==> src/rtl/fetch_ctrl.sv <==
// -----------------------------------------------------------------------------
// fetch_ctrl
//
// Fetch-stage control FSM. It sequences one AXI4-Lite instruction read per
// instruction, hands the fetched word to decode, and holds the PC while a
// control transfer (JAL/JALR/BRANCH) waits for resolution in execute.
// It drives the state / pc_we / inst_we strobes of the fetch register that
// holds pc/inst.
//
// Optional feature macro: FETCH_PERF_EN
//   defined   : perf_fetch_o counts inst_we_o pulses and perf_stall_o counts
//               cycles in WAIT_ARREADY/WAIT_RVALID (both wrap mod 2^PERF_W)
//   undefined : no counter registers; both perf outputs tie to zero
//
// Ports:
//   clock, reset          clock; asynchronous active-low reset
//   firing                start pulse, honoured only in IDLE
//   pc_i, inst_i          current PC / latched instruction from fetch register
//   arvalid_o, arready_i  AXI AR handshake; araddr_o = pc_i
//   rvalid_i, rready_o    AXI R handshake; rresp_i = read response
//   valid_o, ready_i      instruction hand-off to decode
//   branch_valid_i        execute resolved the pending control transfer
//   state_o               FSM state encoding to the fetch register
//   pc_we_o, inst_we_o    PC += 4 strobe / instruction latch strobe
//   bus_err_o             sticky bus error, cleared only by reset
//   perf_fetch_o          completed fetches
//   perf_stall_o          cycles waiting on the bus
// -----------------------------------------------------------------------------
module fetch_ctrl #(
  parameter int PERF_W = 32
) (
  input  logic              clock,
  input  logic              reset,
  input  logic              firing,
  input  logic [31:0]       pc_i,
  input  logic [31:0]       inst_i,
  output logic              arvalid_o,
  input  logic              arready_i,
  output logic [31:0]       araddr_o,
  input  logic              rvalid_i,
  output logic              rready_o,
  input  logic [1:0]        rresp_i,
  output logic              valid_o,
  input  logic              ready_i,
  input  logic              branch_valid_i,
  output logic [2:0]        state_o,
  output logic              pc_we_o,
  output logic              inst_we_o,
  output logic              bus_err_o,
  output logic [PERF_W-1:0] perf_fetch_o,
  output logic [PERF_W-1:0] perf_stall_o
);

  // Encodings are decoded by the fetch register and must not change.
  typedef enum logic [2:0] {
    IDLE         = 3'b000,
    WAIT_READY   = 3'b001,
    WAIT_ARREADY = 3'b010,
    WAIT_RVALID  = 3'b011,
    WAIT_BRANCH  = 3'b100
  } state_t;

  localparam logic [6:0] OP_JAL    = 7'b1101111;
  localparam logic [6:0] OP_JALR   = 7'b1100111;
  localparam logic [6:0] OP_BRANCH = 7'b1100011;

  // Opcodes whose successor PC is decided by execute, not by PC += 4.
  function automatic logic is_ctrl_xfer(input logic [6:0] opcode);
    is_ctrl_xfer = (opcode == OP_JAL) || (opcode == OP_JALR) || (opcode == OP_BRANCH);
  endfunction

  state_t r_state;
  state_t w_next_state;
  logic   r_bus_err;
  logic   w_bus_err_set;
  logic   w_arvalid;
  logic   w_rready;
  logic   w_valid;
  logic   w_pc_we;
  logic   w_inst_we;

  // Only the opcode field steers the FSM; the rest of the word is decode's.
  logic   w_unused_inst;
  assign w_unused_inst = ^inst_i[31:7];

  // State register and sticky bus-error flag.
  always_ff @(posedge clock or negedge reset) begin
    if (!reset) begin
      r_state   <= IDLE;
      r_bus_err <= 1'b0;
    end else begin
      r_state <= w_next_state;
      if (w_bus_err_set) begin
        r_bus_err <= 1'b1;
      end
    end
  end

  // Next-state and strobe decode; every strobe defaults low.
  always_comb begin
    w_next_state  = r_state;
    w_arvalid     = 1'b0;
    w_rready      = 1'b0;
    w_valid       = 1'b0;
    w_pc_we       = 1'b0;
    w_inst_we     = 1'b0;
    w_bus_err_set = 1'b0;
    case (r_state)
      IDLE: begin
        if (firing) begin
          w_next_state = WAIT_ARREADY;
        end else begin
          w_next_state = IDLE;
        end
      end
      WAIT_ARREADY: begin
        w_arvalid = 1'b1;
        if (arready_i) begin
          w_next_state = WAIT_RVALID;
        end else begin
          w_next_state = WAIT_ARREADY;
        end
      end
      WAIT_RVALID: begin
        w_rready = 1'b1;
        if (rvalid_i) begin
          if (rresp_i == 2'b00) begin
            w_inst_we    = 1'b1;
            w_next_state = WAIT_READY;
          end else begin
            // Errored read: drop the word and stop until the next firing.
            w_bus_err_set = 1'b1;
            w_next_state  = IDLE;
          end
        end else begin
          w_next_state = WAIT_RVALID;
        end
      end
      WAIT_READY: begin
        w_valid = 1'b1;
        if (ready_i) begin
          if (is_ctrl_xfer(inst_i[6:0])) begin
            // Execute owns the next PC; hold it here.
            w_next_state = WAIT_BRANCH;
          end else begin
            w_pc_we      = 1'b1;
            w_next_state = WAIT_ARREADY;
          end
        end else begin
          w_next_state = WAIT_READY;
        end
      end
      WAIT_BRANCH: begin
        if (branch_valid_i) begin
          w_next_state = WAIT_ARREADY;
        end else begin
          w_next_state = WAIT_BRANCH;
        end
      end
      default: begin
        w_next_state = IDLE;
      end
    endcase
  end

  assign state_o   = r_state;
  assign araddr_o  = pc_i;
  assign arvalid_o = w_arvalid;
  assign rready_o  = w_rready;
  assign valid_o   = w_valid;
  assign pc_we_o   = w_pc_we;
  assign inst_we_o = w_inst_we;
  assign bus_err_o = r_bus_err;

`ifdef FETCH_PERF_EN
  logic [PERF_W-1:0] r_perf_fetch;
  logic [PERF_W-1:0] r_perf_stall;

  // Free-running wrap-around performance counters.
  always_ff @(posedge clock or negedge reset) begin
    if (!reset) begin
      r_perf_fetch <= {PERF_W{1'b0}};
      r_perf_stall <= {PERF_W{1'b0}};
    end else begin
      if (w_inst_we) begin
        r_perf_fetch <= r_perf_fetch + {{(PERF_W-1){1'b0}}, 1'b1};
      end
      if ((r_state == WAIT_ARREADY) || (r_state == WAIT_RVALID)) begin
        r_perf_stall <= r_perf_stall + {{(PERF_W-1){1'b0}}, 1'b1};
      end
    end
  end

  assign perf_fetch_o = r_perf_fetch;
  assign perf_stall_o = r_perf_stall;
`else
  assign perf_fetch_o = {PERF_W{1'b0}};
  assign perf_stall_o = {PERF_W{1'b0}};
`endif

endmodule

==> config.mk <==
export PLATFORM = sky130hd
export DESIGN_NAME = fetch_ctrl
export DESIGN_NICKNAME = d
export VERILOG_FILES = /design/src/rtl/fetch_ctrl.sv
export SDC_FILE = /design/constraint.sdc
export NUM_CORES = 1
export LEC_CHECK = 0
export BUFFER_PORTS_ARGS = -buffer_cell sky130_fd_sc_hd__buf_2
export CAP_MARGIN = 30
export CORE_AREA = 2 2 70 72
export DETAILED_ROUTE_END_ITERATION = 8
export DIE_AREA = 0 0 72 74
export HOLD_SLACK_MARGIN = 0.12
export PLACE_DENSITY = 0.68
export SLEW_MARGIN = 20
export SYNTH_ARGS = -nofsm -noshare
export SYNTH_HDL_FRONTEND = slang
export SYNTH_SLANG_ARGS = --single-unit
==> constraint.sdc <==
create_clock -name clock -period 1.5 [get_ports clock]
set_input_delay 0.15 -clock clock [delete_from_list [all_inputs] [get_ports clock]]
set_output_delay 0.15 -clock clock [all_outputs]
set_load 0.03 [all_outputs]
==> out/qor.yml, run 1 <==
clock_tree:
  clockBufferDepth: 2
  cts-root-buf: "clkbuf_8"
  numCtsBuffers: 3
  htree_levels: 1
  cts_tree: "built"
  clkTransAtPathRegs_ps: 30
  cts.sinks: 4
  clk_latency_ps: 220
route:
  antenna_left: 0
  wl_um: 1460
  num_vias: 540
  viasPerCell: 3.05
  drtPass1Iterations: 3
  post_drt_wl_per_cell_um: 8.25
  drc: 0
  drt_iter0_drc: 2
sta:
  finalCritPeriodShare: 0.963
  hold_viol: 0
  setup_tns_ps: 0
  worst_slack_ps: 55.5
  clock_skew_ps: 0.962
  setup_viol: 0
  whs_ps: 204
  clock.fmax_mhz: 692
  layout_min_cycle_time_ps: 1440
  final_max_slew_viol_count: 0
global_routing:
  grt_max_degree: 10
  grt_pass1_wl_um: 1810
  globalRouteOverflowTotal: 0
  grt_pass1_vias: 410
  antenna_found_initial: 0
  grt_usage: 0.0500
power_and_ir_drop:
  power.static_leakage_nw: 0.456
  p_per_area_mw_per_mm2: 1350
  ir_worst_vdd_mv: 0.337
placement:
  pre_cts_ws_ps: 195
  io_buffer_count: 24
  gp_congestion: 0.613
  dpl-instance-area_um2: 737
  hpwl_um: 1240
die:
  core_mm2: 0.00460
  initial_core_util: 0.216
  fp.dieW_um: 72
  num_rows: 25
  die_h_um: 74
  io_pins: 178
  die-area_mm2: 0.00533
min_path:
  hold_class: "in -> reg"
  whs_path_depth: 2
status:
  status: "completed"
worst_setup_path:
  arrival_ps: 1290
  r2r_cells: 3
  crit_required_ps: 1350
  path_class: "reg -> out"
  cp-start-kind: "flip-flop"
  cp_max_fo: 9
  endpoint_kind: "output port"
synthesis:
  synth.avg_cell_area_um2: 7.87
  synthCells: 126
  synth_cell_types: 21
  synth_area_um2: 992
  synth_seq_cells: 4
  yosys_warnings: 0
  yosysSeqAreaShare: 0.101
layout:
  final_common_cell: "conb_1"
  nFillCells: 525
  regArea_um2: 103
  layout-drive-gt1-share: 0.309
  area_growth_pct: -17.9
  finish.utilization: 0.177
  nNetsFinal: 198
  final_cell_mix: "conb_1, buf_2, clkbuf_8, buf_4"
  multi_input_area_um2: 447
  fin_area_um2: 815
  diodes: 0
job:
  drv_cap: 0
-- registers in the layout, summed over array words and instances, names as in the netlist --
name	cells
bus_err_o	1
state_o	3
-- final cells by class --
type / instances / area share
clock buffers: 3 / 0.0507
inverters: 1 / 0.00461
multi-input cells: 87 / 0.548
flip-flops and latches: 4 / 0.126
well taps: 54 / 0.0829
repair buffers: 28 / 0.187
-- metal layers --
| metal | global-route usage | wire [µm] | part of all wire |
|---|---|---|---|
| met1 | 0.0343 | 326 | 0.22 |
| met3 | 0.0257 | 275 | 0.19 |
| met2 | 0.0597 | 633 | 0.43 |
| met4 | 0.119 | 225 | 0.15 |
| met5 | 0 | 0 | 0 |
-- through the flow --
step	instances	total power, W
after global routing	177	0.00117
after CTS	176	0.00106
after detailed placement	172	0.000824
after global placement	172	0.000817
final	177	0.00110
after floorplan	189	0.00100
-- where the power goes --
group | switching [W] | internal (W)
combinational | 0.000479 | 0.000201
clock | 0.0000544 | 0.000171
sequential | 0.0000543 | 0.000141
-- critical path: stages, from the launching register on --
cell and delay, ps:
dfrtp_2 440, nand4bb_4 240, a31oi_4 170, buf_2 220
-- cell usage after synthesis --
| library cell | instances | share of area |
|---|---|---|
| buf_4 | 96 | 0.73 |
| dfrtp_1 | 4 | 0.10 |
| a21oi_1 | 2 | 0.010 |
| nand2_1 | 2 | 0.0076 |
| nand2b_1 | 2 | 0.013 |
| nand3b_1 | 2 | 0.015 |
| nor2_1 | 2 | 0.0076 |
| nor3b_1 | 2 | 0.015 |
| o21bai_1 | 2 | 0.015 |
| a311o_1 | 1 | 0.010 |
| a31oi_1 | 1 | 0.0063 |
| and3b_1 | 1 | 0.0088 |
| and4b_1 | 1 | 0.010 |
| buf_6 | 1 | 0.011 |
| conb_1 | 1 | 0.0038 |
| inv_1 | 1 | 0.0038 |
| nand3_1 | 1 | 0.0050 |
| nand4bb_1 | 1 | 0.011 |
| nor3_1 | 1 | 0.0050 |
| o21ai_0 | 1 | 0.0050 |
| o221ai_1 | 1 | 0.0088 |
-- repair_timing --
action,4_1_cts,5_1_grt
endpoints found under the setup margin,1,2
hold buffers,1,0
setup buffers,0,1
endpoints found under the hold margin,4,0
gates cloned,0,0
pin swaps,0,0
resized for setup,0,3
-- final timing paths --
check,slack (ps),from,to
min,200,branch_valid_i,state_o[1]$_DFF_PN0_
max in group asynchronous,1090,reset,state_o[0]$_DFF_PN0_
max reg2reg,410,state_o[1]$_DFF_PN0_,state_o[1]$_DFF_PN0_
max,60,state_o[1]$_DFF_PN0_,pc_we_o
min reg2reg,470,bus_err_o$_DFFE_PN0P_,bus_err_o$_DFFE_PN0P_
min in group asynchronous,280,reset,state_o[2]$_DFF_PN0_
-- cells by family (layout without fill, tap and decap cells) --
| family | count (synthesis) | count (layout) | share of synthesized area |
|---|---|---|---|
| AO/OA/AOI/OAI | 8 | 8 | 0.0555 |
| buffers and inverters | 98 | 32 | 0.741 |
| flip-flops | 4 | 4 | 0.101 |
| other | 1 | 64 | 0.00378 |
| AND/OR/NAND/NOR | 15 | 15 | 0.0983 |
Power figures use the tool's default switching activity.
==> run 2: changes to the inputs <==
--- a/config.mk
+++ b/config.mk
@@ -7,11 +7,11 @@
 export LEC_CHECK = 0
 export BUFFER_PORTS_ARGS = -buffer_cell sky130_fd_sc_hd__buf_2
 export CAP_MARGIN = 30
-export CORE_AREA = 2 2 70 72
+export CORE_AREA = 2 2 69 71
 export DETAILED_ROUTE_END_ITERATION = 8
-export DIE_AREA = 0 0 72 74
+export DIE_AREA = 0 0 71 73
 export HOLD_SLACK_MARGIN = 0.12
-export PLACE_DENSITY = 0.68
+export PLACE_DENSITY = 0.7
 export SLEW_MARGIN = 20
 export SYNTH_ARGS = -nofsm -noshare
 export SYNTH_HDL_FRONTEND = slang
==> constraint.sdc (replaced) <==
create_clock -name clock -period 1.7 [get_ports clock]
set_input_delay 0.17 -clock clock [delete_from_list [all_inputs] [get_ports clock]]
set_output_delay 0.17 -clock clock [all_outputs]
set_load 0.03 [all_outputs]
==> run 2 against run 1 <==
  * Global-route usage increased by 0.19 points
  * Die area is 2.7% lower
  * Utilization is 1.1 points lower
  * Non-clock buffer count shrank 3
  * Worst hold slack improved by 11 ps
  * Sequential share of layout area rose by 0.69 points
  * Critical path depth did not move
  * Setup slack better by 73 ps
  * Largest power group unchanged
==> out/qor.yml, run 2 (synthesis gave the netlist of run 1 again) <==
status:
  status: "completed"
layout:
  fin_cells: 174  # -1.7%
  layout-drive-gt1-share: 0.242  # -0.0673
  largest_register_ffs: 3  # unchanged
  area_growth_pct: -24.1
  final_common_cell: "conb_1"
  nNetsFinal: 195  # -1.5%
  final_cell_mix: "conb_1, buf_2, dfrtp_1"
  diodes: 0  # unchanged
route:
  viasPerCell: 3.06  # +0.22%
  wl_um: 1400  # -4.2%
  num_vias: 532  # -1.5%
  drt_iter0_drc: 6  # +4
  post_drt_wl_per_cell_um: 8.04  # -2.5%
  drtPass1Iterations: 4  # +1
  antenna_left: 0  # unchanged
  drc: 0  # unchanged
job:
  drv_cap: 0  # unchanged
sta:
  rsz0062_at_grt: "no"
  hold_viol: 0  # unchanged
  clock_skew_ps: 0.545  # -0.417 ps
  finalCritPeriodShare: 0.924
  setup_viol: 0  # unchanged
  setup_tns_ps: 0  # unchanged
  final_max_slew_viol_count: 0  # unchanged
  clock.fmax_mhz: 637
  layout_min_cycle_time_ps: 1570
clock_tree:
  numCtsBuffers: 3  # unchanged
  htree_levels: 1  # unchanged
  cts_tree: "built"
  cts.sinks: 4  # unchanged
  clkTransAtPathRegs_ps: 30  # about the same
  cts-root-buf: "clkbuf_8"
  clk_latency_ps: 210  # about the same
  clockBufferDepth: 2  # unchanged
  post_cts.repair.setup_buffers: 0  # unchanged
die:
  io_pins: 178  # unchanged
  fp.dieW_um: 71  # -1.4%
  die-area_mm2: 0.00518  # -2.7%
  die_h_um: 73  # -1.4%
  num_rows: 25  # unchanged
  initial_core_util: 0.219  # +0.00298
  core_mm2: 0.00454  # -1.4%
min_path:
  hold_class: "in -> reg"
placement:
  placed_cells: 170  # -1.2%
  gp_congestion: 0.677  # +11%
  hpwl_um: 1250  # +1.2%
  io_buffer_count: 24  # unchanged
worst_setup_path:
  crit_required_ps: 1530  # +180 ps
  path_class: "reg -> out"
  cp-start-kind: "flip-flop"
  arrival_ps: 1400  # +110 ps
  cp_max_fo: 11  # +2
  endpoint_kind: "output port"
power_and_ir_drop:
  p_per_area_mw_per_mm2: 1180  # -12%
  ir_worst_vdd_mv: 0.213  # -37%
  power.static_leakage_nw: 0.436  # -4.3%
global_routing:
  grt_pass1_wl_um: 1780  # -1.5%
  globalRouteOverflowTotal: 0  # unchanged
  grt_pass1_vias: 389  # -5.1%
  grt_usage: 0.0519  # +0.00190
  grt_max_degree: 12  # +2
  antenna_found_initial: 0  # unchanged
## run 2: cell count changes in the layout (fill, tap and decap cells not counted), moves of 2 or more
| cell | delta |
|---|---|
| buf_4 | -3 |
| dfrtp_1 | +2 |
| dfrtp_2 | -2 |
| nor3b_1 | +2 |
| nor3b_2 | -2 |
## run 2: power by group
group | switching (W) | total, W | internal [W] | leakage, nW
clock network | 0.0000470 | 0.000198 | 0.000151 | 0.0216
registers | 0.0000488 | 0.000168 | 0.000120 | 0.0455
logic | 0.000399 | 0.000526 | 0.000127 | 0.369
## run 2: worst paths after layout
kind,cells past startpoint,slack [ps],to,startpoint
worst max-delay path,3,130,pc_we_o,state_o[1]$_DFF_PN0_
worst min-delay path,2,210,state_o[1]$_DFF_PN0_,branch_valid_i
worst max register to register,3,480,state_o[1]$_DFF_PN0_,state_o[1]$_DFF_PN0_
worst min register to register,1,470,bus_err_o$_DFFE_PN0P_,bus_err_o$_DFFE_PN0P_
max in group asynchronous,2,1270,state_o[1]$_DFF_PN0_,reset
min in group asynchronous,2,310,state_o[0]$_DFF_PN0_,reset
## run 2: per-stage QoR
stage / hold slack, ps / util / instance area, µm² / power, W / setup slack [ps]
5_1_grt: 216 / 0.166 / 753 / 0.000953 / 13.7
3_5_place_dp: -15.0 / 0.153 / 696 / 0.000692 / 262
2_1_floorplan: -126 / - / 1240 / 0.000864 / 17.8
3_3_place_gp: -17.0 / 0.153 / 696 / 0.000686 / 286
6_report: 215 / 0.166 / 753 / 0.000892 / 129
4_1_cts: 211 / 0.165 / 747 / 0.000900 / 29.7
## run 2: final cells by class
class | instances | area (µm²)
Clock buffer | 3 | 41.3
Fill cell | 530 | 3780
Inverter | 1 | 3.75
Multi-Input combinational cell | 87 | 410
Sequential cell | 4 | 100
Tap cell | 54 | 67.6
Timing Repair Buffer | 25 | 130
## run 2: timing repair
action | in CTS | in global routing
setup endpoints to repair | 0 | 1
hold endpoints to repair | 4 | 0
hold buffers | 1 | 0
gates resized for setup | 0 | 1
## run 2: routing by layer
metal | global-route usage | up-vias | part of all wire
li1 | - | 231 | -
met1 | 0.0349 | 217 | 0.27
met2 | 0.0737 | 68 | 0.44
met3 | 0.0442 | 16 | 0.20
met4 | 0.0734 | 0 | 0.093
met5 | 0 | - | 0
## run 2: critical path: stages, from the launching register on
cell	delay, ps
dfrtp_1	460
nand4bb_1	280
a31oi_2	220
buf_2	230
==> run 3: changes to the inputs <==
--- a/config.mk
+++ b/config.mk
@@ -10,8 +10,10 @@
 export CORE_AREA = 2 2 69 71
 export DETAILED_ROUTE_END_ITERATION = 8
 export DIE_AREA = 0 0 71 73
+export GPL_TIMING_DRIVEN = 0
 export HOLD_SLACK_MARGIN = 0.12
 export PLACE_DENSITY = 0.7
+export SKIP_LAST_GASP = 1
 export SLEW_MARGIN = 20
 export SYNTH_ARGS = -nofsm -noshare
 export SYNTH_HDL_FRONTEND = slang
==> run 3 against run 2 <==
  * Via count grew 73%
  * Power grew 36%
  * Fmax shrank 0.99%
  * Sequential share of layout area shrank 7.2 points
  * Die area is the same
  * Worst hold slack gained 18 ps
  * Utilization grew 20 points
  * Non-clock buffer count grew 129
  * First-iteration DRC count grew 130%
  * Clock skew grew 2.7 ps
  * Register-to-register slack is essentially flat
==> out/qor.yml, run 3 (synthesis gave the netlist of run 1 again) <==
status:
  status: "completed"
global_routing:
  grt_pass1_wl_um: 2890  # +62%
  grt_pass1_vias: 698  # +79%
  globalRouteOverflowTotal: 0  # unchanged
  grt_max_degree: 11  # -1
  grtUsageMet1: 0.0680  # +0.0332
  grt_util_met3: 0.0359  # -0.00829
  grt_usage: 0.0730  # +0.0210
  use_met2: 0.132  # +0.0582
  antenna_found_initial: 0  # unchanged
  busiest_layer: "met2"
layout:
  fin_cells: 303  # +74%
  largest_register_ffs: 3  # unchanged
  area_growth_pct: 65.8
  final_common_cell: "buf_4"
  nNetsFinal: 324  # +66%
  diodes: 0  # unchanged
  layout-drive-gt1-share: 0.635  # +0.393
  final_cell_mix: "buf_4, conb_1, buf_2"
route:
  antenna_left: 0  # unchanged
  num_vias: 921  # +73%
  wl_um: 2150  # +54%
  drc: 0  # unchanged
  post_drt_wl_per_cell_um: 7.10  # -12%
  drtPass1Iterations: 4  # unchanged
  viasPerCell: 3.04  # -0.58%
  drt_iter0_drc: 14  # +8
worst_setup_path:
  arrival_ps: 1420  # +20 ps
  cp-start-kind: "flip-flop"
  endpoint_kind: "output port"
  cp_max_fo: 10  # -1
  crit_required_ps: 1530  # about the same
  slowest_delay_ps: 380  # -80 ps
  path_class: "reg -> out"
  slowest_stage: "dfrtp_1"
  cp_cell_sequence: "buf_6, nand4bb_1, a31oi_2, buf_2"
clock_tree:
  clkTransAtPathRegs_ps: 30  # about the same
  clk_latency_ps: 210  # about the same
  cts.sinks: 4  # unchanged
  cts-root-buf: "clkbuf_8"
  numCtsBuffers: 3  # unchanged
  clockBufferDepth: 2  # unchanged
  cts_tree: "built"
  htree_levels: 1  # unchanged
  post_cts.repair.setup_buffers: 0  # unchanged
placement:
  gp_congestion: 0.721  # +6.5%
  hpwl_um: 2080  # +66%
  io_buffer_count: 56  # +130%
  placed_cells: 299  # +76%
die:
  core_mm2: 0.00454  # unchanged
  die-area_mm2: 0.00518  # unchanged
  num_rows: 25  # unchanged
  fp.dieW_um: 71  # unchanged
  initial_core_util: 0.219  # unchanged
  die_h_um: 73  # unchanged
  io_pins: 178  # unchanged
sta:
  finalCritPeriodShare: 0.933  # +0.00920
  setup_tns_ps: 0  # unchanged
  rsz0062_at_grt: "no"
  hold_viol: 0  # unchanged
  clock_skew_ps: 3.21  # +2.66 ps
  layout_min_cycle_time_ps: 1590  # +15.6 ps
  setup_viol: 0  # unchanged
  final_max_slew_viol_count: 0  # unchanged
  clock.fmax_mhz: 630  # -0.99%
power_and_ir_drop:
  power.static_leakage_nw: 1.07  # +150%
  ir_worst_vdd_mv: 0.257  # +21%
  p_per_area_mw_per_mm2: 735  # -38%
  total_power_w: 0.00121  # +36%
job:
  drv_cap: 0  # unchanged
min_path:
  hold_class: "in -> reg"
==> run 3: cell types whose count changed in the layout (fill, tap and decap cells not counted), sizes merged <==
cell  change
buf     +129
==> run 3: per-stage QoR <==
stage	hold WS (ps)	area [µm²]	utilization	setup slack, ps
finish	233	1650	0.363	113
global route	244	1650	0.363	38.2
CTS	230	1640	0.361	60.0
detailed placement	-15.6	1590	0.350	287
global placement	-18.4	1590	0.350	328
floorplan	-126	1240	-	17.8
==> run 3: critical path, delay by kind of cell (launching register included) <==
family | cells | cell delay [ps]
flops | 1 | 380
simple gates | 1 | 230
compound gates | 1 | 220
buf+inv | 2 | 370
==> run 3: what timing repair did <==
item / 4_1_cts / 5_1_grt
endpoints found under the hold margin: 4 / 0
setup endpoints to repair: 0 / 1
gates resized for setup: 0 / 1
hold buffers: 1 / 0
==> run 3: path summary, 6_finish.rpt <==
path | from | to | slack, ps | cells after the start
max | state_o[1]$_DFF_PN0_ | pc_we_o | 110 | 4
min reg2reg | bus_err_o$_DFFE_PN0P_ | bus_err_o$_DFFE_PN0P_ | 460 | 1
max in group asynchronous | reset | bus_err_o$_DFFE_PN0P_ | 1270 | 2
min | arready_i | state_o[0]$_DFF_PN0_ | 230 | 3
min in group asynchronous | reset | state_o[1]$_DFF_PN0_ | 300 | 2
max reg2reg | state_o[2]$_DFF_PN0_ | state_o[1]$_DFF_PN0_ | 480 | 3
==> run 3: cell type report <==
class                           instances  area [µm²]
Tap cell                               54        67.6
Clock buffer                            3        41.3
Inverter                                1        3.75
Multi-Input combinational cell         87         410
Sequential cell                         4         100
Fill cell                             480        2890
Timing Repair Buffer                   57         290
Buffer                                 97         732
==> run 3: where the power goes <==
group	internal, W	switching, W
clock	0.000150	0.0000423
sequential	0.000120	0.0000331
combinational	0.000318	0.000546
==> run 3: routing by layer <==
layer / wire [µm] / vias to the layer above
met4: 23 / 0
met2: 1100 / 90
li1: - / 487
met3: 372 / 2
met1: 650 / 342
met5: 0 / -
